`src/rtl/seq_signed_divider.sv`:
```
// ----------------------------------------------------------------------------
// seq_signed_divider
//   Iterative restoring divider for the multicycle datapath. The divider
//   produces one quotient bit per clock. After a start pulse, the quotient and
//   remainder are valid WIDTH+1 clocks later, flagged by a one-cycle oDone.
//
//   Build option:
//     SIGNED_DIV_EN defined   : operands are two's complement. The quotient
//                               truncates toward zero. The remainder takes the
//                               sign of the dividend.
//     SIGNED_DIV_EN undefined : operands are unsigned.
//
//   Ports:
//     iClk        system clock, rising edge
//     iReset_n    asynchronous active-low reset
//     iStart      start request, sampled only while oBusy = 0
//     iDividend   dividend, captured on an accepted start
//     iDivisor    divisor, captured on an accepted start
//     oBusy       high while a division is in progress
//     oDone       one-cycle pulse when the results become valid
//     oQuotient   quotient, held until the next completion
//     oRemainder  remainder, held until the next completion
//     oDivZero    divisor was zero for the last completed division
// ----------------------------------------------------------------------------
module seq_signed_divider #(
   parameter int unsigned WIDTH = 32,
   parameter int unsigned CNT_W = 6
) (
   input  logic             iClk,
   input  logic             iReset_n,
   input  logic             iStart,
   input  logic [WIDTH-1:0] iDividend,
   input  logic [WIDTH-1:0] iDivisor,
   output logic             oBusy,
   output logic             oDone,
   output logic [WIDTH-1:0] oQuotient,
   output logic [WIDTH-1:0] oRemainder,
   output logic             oDivZero
);

   typedef enum logic [1:0] {
      S_IDLE = 2'd0,
      S_CALC = 2'd1,
      S_FIN  = 2'd2
   } state_e;

   localparam logic [WIDTH-1:0] ONE     = WIDTH'(1);
   localparam logic [CNT_W-1:0] CNT_MAX = CNT_W'(WIDTH);
   localparam logic [CNT_W-1:0] CNT_ONE = CNT_W'(1);

   state_e           state_q;
   logic [CNT_W-1:0] cnt_q;
   logic [WIDTH-1:0] rem_q;
   logic [WIDTH-1:0] quo_q;
   logic [WIDTH-1:0] dvs_q;
   logic             dz_q;
`ifdef SIGNED_DIV_EN
   logic             dvd_neg_q;
   logic             dvs_neg_q;
   logic             dvd_neg;
   logic             dvs_neg;
`endif

   logic [WIDTH-1:0] dvd_mag;
   logic [WIDTH-1:0] dvs_mag;
   logic [WIDTH:0]   shift_w;
   logic             ge;
   logic [WIDTH-1:0] rem_d;
   logic [WIDTH-1:0] quo_d;
   logic [WIDTH-1:0] quo_fix;
   logic [WIDTH-1:0] rem_fix;

   // Operand magnitudes at capture time.
   always_comb begin
      dvd_mag = iDividend;
      dvs_mag = iDivisor;
`ifdef SIGNED_DIV_EN
      dvd_neg = iDividend[WIDTH-1];
      dvs_neg = iDivisor[WIDTH-1];
      if (dvd_neg) dvd_mag = ~iDividend + ONE;
      if (dvs_neg) dvs_mag = ~iDivisor + ONE;
`endif
   end

   // One restoring step. The remainder is always smaller than the divisor,
   // so it fits in WIDTH bits. Only the shifted value needs an extra bit.
   // A subtraction that wraps modulo 2^WIDTH still gives the correct result.
   always_comb begin
      shift_w = {rem_q, quo_q[WIDTH-1]};
      ge      = (shift_w >= {1'b0, dvs_q});
      rem_d   = ge ? (shift_w[WIDTH-1:0] - dvs_q) : shift_w[WIDTH-1:0];
      quo_d   = {quo_q[WIDTH-2:0], ge};
   end

   // Final result correction.
   // With a zero divisor, every trial succeeds. The quotient becomes all
   // ones, and the dividend magnitude shifts fully into rem_q. Applying the
   // remainder sign rule therefore returns the original dividend unchanged.
   always_comb begin
      quo_fix = quo_q;
      rem_fix = rem_q;
`ifdef SIGNED_DIV_EN
      if (dvd_neg_q ^ dvs_neg_q) quo_fix = ~quo_q + ONE;
      if (dvd_neg_q)             rem_fix = ~rem_q + ONE;
`endif
      if (dz_q) quo_fix = '1;
   end

   always_ff @(posedge iClk or negedge iReset_n) begin
      if (!iReset_n) begin
         state_q    <= S_IDLE;
         cnt_q      <= '0;
         rem_q      <= '0;
         quo_q      <= '0;
         dvs_q      <= '0;
         dz_q       <= 1'b0;
`ifdef SIGNED_DIV_EN
         dvd_neg_q  <= 1'b0;
         dvs_neg_q  <= 1'b0;
`endif
         oBusy      <= 1'b0;
         oDone      <= 1'b0;
         oQuotient  <= '0;
         oRemainder <= '0;
         oDivZero   <= 1'b0;
      end else begin
         oDone <= 1'b0;
         case (state_q)
            S_IDLE: begin
               if (iStart) begin
                  state_q   <= S_CALC;
                  cnt_q     <= CNT_MAX;
                  rem_q     <= '0;
                  quo_q     <= dvd_mag;
                  dvs_q     <= dvs_mag;
                  dz_q      <= (iDivisor == '0);
`ifdef SIGNED_DIV_EN
                  dvd_neg_q <= dvd_neg;
                  dvs_neg_q <= dvs_neg;
`endif
                  oBusy     <= 1'b1;
               end
            end
            S_CALC: begin
               rem_q <= rem_d;
               quo_q <= quo_d;
               cnt_q <= cnt_q - CNT_ONE;
               if (cnt_q == CNT_ONE) state_q <= S_FIN;
            end
            S_FIN: begin
               oQuotient  <= quo_fix;
               oRemainder <= rem_fix;
               oDivZero   <= dz_q;
               oDone      <= 1'b1;
               oBusy      <= 1'b0;
               state_q    <= S_IDLE;
            end
            default: begin
               state_q <= S_IDLE;
               oBusy   <= 1'b0;
            end
         endcase
      end
   end

endmodule
```
`config.mk`:
```
export PLATFORM = sky130hd
export DESIGN_NAME = seq_signed_divider
export DESIGN_NICKNAME = d
export VERILOG_FILES = /design/src/rtl/seq_signed_divider.sv
export SDC_FILE = /design/constraint.sdc
export NUM_CORES = 1
export LEC_CHECK = 0
export ABC_AREA = 1
export CELL_PAD_IN_SITES_DETAIL_PLACEMENT = 2
export CELL_PAD_IN_SITES_GLOBAL_PLACEMENT = 2
export CORE_ASPECT_RATIO = 1.4
export CORE_MARGIN = 5
export CORE_UTILIZATION = 28
export DETAILED_ROUTE_END_ITERATION = 10
export MAX_ROUTING_LAYER = met4
export PLACE_DENSITY = 0.77
export SLEW_MARGIN = 10
export SYNTH_ARGS = -nofsm -noshare
export SYNTH_HDL_FRONTEND = slang
export SYNTH_SLANG_ARGS = --single-unit
export TNS_END_PERCENT = 5
```
`constraint.sdc`:
```
create_clock -name iClk -period 2 [get_ports iClk]
set_clock_uncertainty 0.15 [all_clocks]
set_input_delay 0.6 -clock iClk [delete_from_list [all_inputs] [get_ports iClk]]
set_output_delay 0.6 -clock iClk [all_outputs]
set_load 0.05 [all_outputs]
```
==> flow_metrics.tcl <==
set metrics [dict create \
    status "finished, violations left" \
    violations "setup timing" \
    final_cell_mix "nand2_1, buf_4, inv_1, dfrtp_1, o21ai_0" \
    p_comb_share_pct 4.0 \
    maxClockFrequency_mhz 423 \
    grt_usage_pct 22.7 \
    dieWidth_microns 168 \
    synth_fp_nets 1444 \
    wl_per_cell_microns 21.7 \
    multi_input_area_sq_um 5340 \
    antenna_found_initial 0 \
    ys_seq_area_share_pct 44.1 \
    post-route-util_pct 45.0 \
    seq_power_share_pct 48.5 \
    num_rows 81 \
    dr.pass1.iters 4 \
    pin_count 134 \
    yosys_warnings 0 \
    end_kind "flop" \
    p_switching_uw 1850 \
    cts.sinks 172 \
    powerDensity_nw_per_um2 459 \
    maxCapViolCount 0 \
    routabilityCongestion 0.890 \
    r2r_slack_ns -0.36 \
    ys_async_sr_fraction_pct 100 \
    vdd_drop_max_uv 486 \
    hold_path.class "reg -> reg" \
    p_int_uw 5310 \
    postSynthAreaPerCell_sq_um 7.27 \
    overflow 0 \
    cts_root_buffer "clkbuf_16" \
    dpl.hpwl_microns 31500 \
    num_vias 10600 \
    fin_crit_ns 2.36 \
    setup_viol 33 \
    cts_max_path_buffers 2 \
    post-route-period-util_pct 118 \
    die_h_microns 231 \
    nNetsFinal 1781 \
    route.detailed.drc 0 \
    dp.cells 2089 \
    power_uw 7160 \
    start_util_pct 28.1 \
    insertion_delay_ns 0.46 \
    fin_tns_setup_ns -9.56 \
    syn_inst 1342 \
    critPathArrivalTime_ns 2.56 \
    drt-initial-drc-count 365 \
    hold_viol 0 \
    fillCellCount 3815 \
    fin_ws_ns -0.364 \
    p_clk_share_pct 47.6 \
    wirelength_microns 46600 \
    crit_type "reg -> reg" \
    leakage_uw 0.00772 \
    start_kind "flop" \
    synth-edff-count 0 \
    final_layout_size_suffix_gt1_share_pct 32.0 \
    rsz0062_at_grt "yes" \
    path_max_fanout 7 \
    grt_max_degree 65 \
    final_common_cell "nand2_1" \
    htreeDepth 4 \
    synth-main-ff-cell "dfrtp_1" \
    grt_pass1_wl_microns 67100 \
    synth_area_sq_um 9750 \
    synth_seq_cells 172 \
    regArea_sq_um 4310 \
    io_buffers 133 \
    max-slew-margin-rel_pct 64.9 \
    grt_pass1_vias 12100 \
    antenna_cells 0 \
    coreArea_sq_um 34700 \
    ant_nets 0 \
    vias_per_cell 4.92 \
    finalMaxSlewViolations 0 \
    dieArea_sq_um 38700 \
    cts_buffers 17 \
    worstPathRequired_ns 2.19 \
    worst_pin_slew_ns 0.527 \
    synth_cell_types 38 \
    cts_tree "done" \
    clk_pin_slew_worst_paths_ns 0.08 \
    stdcell_count 2148 \
    switching_share_pct 25.8 \
    area_growth_syn_to_layout_pct 60.0 \
]
worst paths after layout:
kind | start | cells past startpoint | end
min in group asynchronous | iReset_n | 2 | oDone$_DFF_PN0_
hold reg to reg | cnt_q[5]$_DFFE_PN0P_ | 1 | cnt_q[5]$_DFFE_PN0P_
max in group asynchronous | iReset_n | 3 | rem_fix[9]$_DFFE_PN0P_
hold / removal | cnt_q[5]$_DFFE_PN0P_ | 1 | cnt_q[5]$_DFFE_PN0P_
setup / recovery | rem_fix[3]$_DFFE_PN0P_ | 15 | rem_fix[9]$_DFFE_PN0P_
setup reg to reg | rem_fix[3]$_DFFE_PN0P_ | 15 | rem_fix[9]$_DFFE_PN0P_
per-layer routing:
layer	wire length, microns	GRT usage [%]	part of all wire, %
met1	17100	23.1	37
met2	26400	43.2	57
met3	1050	2.91	2.3
met5	0	-	0
met4	2030	9.41	4.4
registers in the layout (all words and copies together), names as in the netlist:
name / cells
dvs_q: 32
state_q: 2
oDivZero: 1
dz_q: 1
oBusy: 1
cnt_q: 6
oRemainder: 32
rem_fix: 32
quo_q: 32
oDone: 1
oQuotient: 32
synth_stat cells, types with 7 or more instances:
library cell | number | area, sq um
inv_1 | 226 | 848
a21oi_1 | 48 | 240
buf_2 | 8 | 40.0
nand3_1 | 79 | 395
a22oi_1 | 26 | 195
ha_1 | 34 | 425
dfrtp_1 | 172 | 4300
nand2_2 | 8 | 50.1
nand2_1 | 455 | 1710
nand4_1 | 8 | 50.1
o21ai_0 | 88 | 440
nor4_1 | 7 | 43.8
nor2_2 | 9 | 56.3
and2_1 | 9 | 56.3
clkbuf_1 | 30 | 113
nor2_1 | 81 | 304
nand3_2 | 7 | 70.1
xnor2_1 | 14 | 123
kinds of logic after synthesis:
group	count (synthesis)	share of synthesized area, %
DFF	172	44.1
adders and majority gates	35	4.57
AOI/OAI and AO/OA	172	9.89
and+or+nand+nor	675	29.2
buffers and inverters	273	10.9
xor gates and xnor gates	15	1.35
power by group through the flow:
stage          Combinational (uW)  Clock, uW  Sequential (uW)
2_1_floorplan                3.64          0             3540
3_3_place_gp                  282          0             3540
3_5_place_dp                  286          0             3540
4_1_cts                       290       3490             3470
5_1_grt                       309       3630             3470
6_report                      283       3410             3470
worst max-delay path, cell delays in order, from the launching register on:
cell and delay (ns):
dfrtp_1 0.42, ha_4 0.33, nand2_1 0.08, nand2_2 0.11, inv_2 0.06, nand2_2 0.07
nand2_2 0.08, nand3_4 0.13, nand2_4 0.07, nand2_4 0.10, nand2_8 0.10, nand2_8 0.15
clkbuf_16 0.18, nand2_2 0.05, nand3_1 0.10, nand2_1 0.07
final cells by class:
type / count / share of cell area, %
Multi-Input combinational cell: 898 / 34.2
Tap cell: 456 / 3.66
Clock inverter: 15 / 1.09
Timing Repair Buffer: 359 / 25.2
Clock buffer: 17 / 2.73
Sequential cell: 172 / 27.6
Inverter: 231 / 5.56
timing repair:
action	4_1_cts	5_1_grt
cloned	1	1
buffers inserted	8	16
resized for setup	88	119
hold endpoints to repair	14	0
hold buffers	1	0
setup endpoints to repair	33	35
pin swaps	12	53
through the flow:
stage	setup slack [ns]	hold slack, ns	area [sq um]
final	-0.364	0.345	15600
after global routing	-0.478	0.395	15600
after CTS	-0.270	0.359	15000
after detailed placement	-0.444	0.311	14000
after global placement	-0.347	0.309	14000
after floorplan	-0.00261	0.154	9920
(Power assumes the default switching activity.)
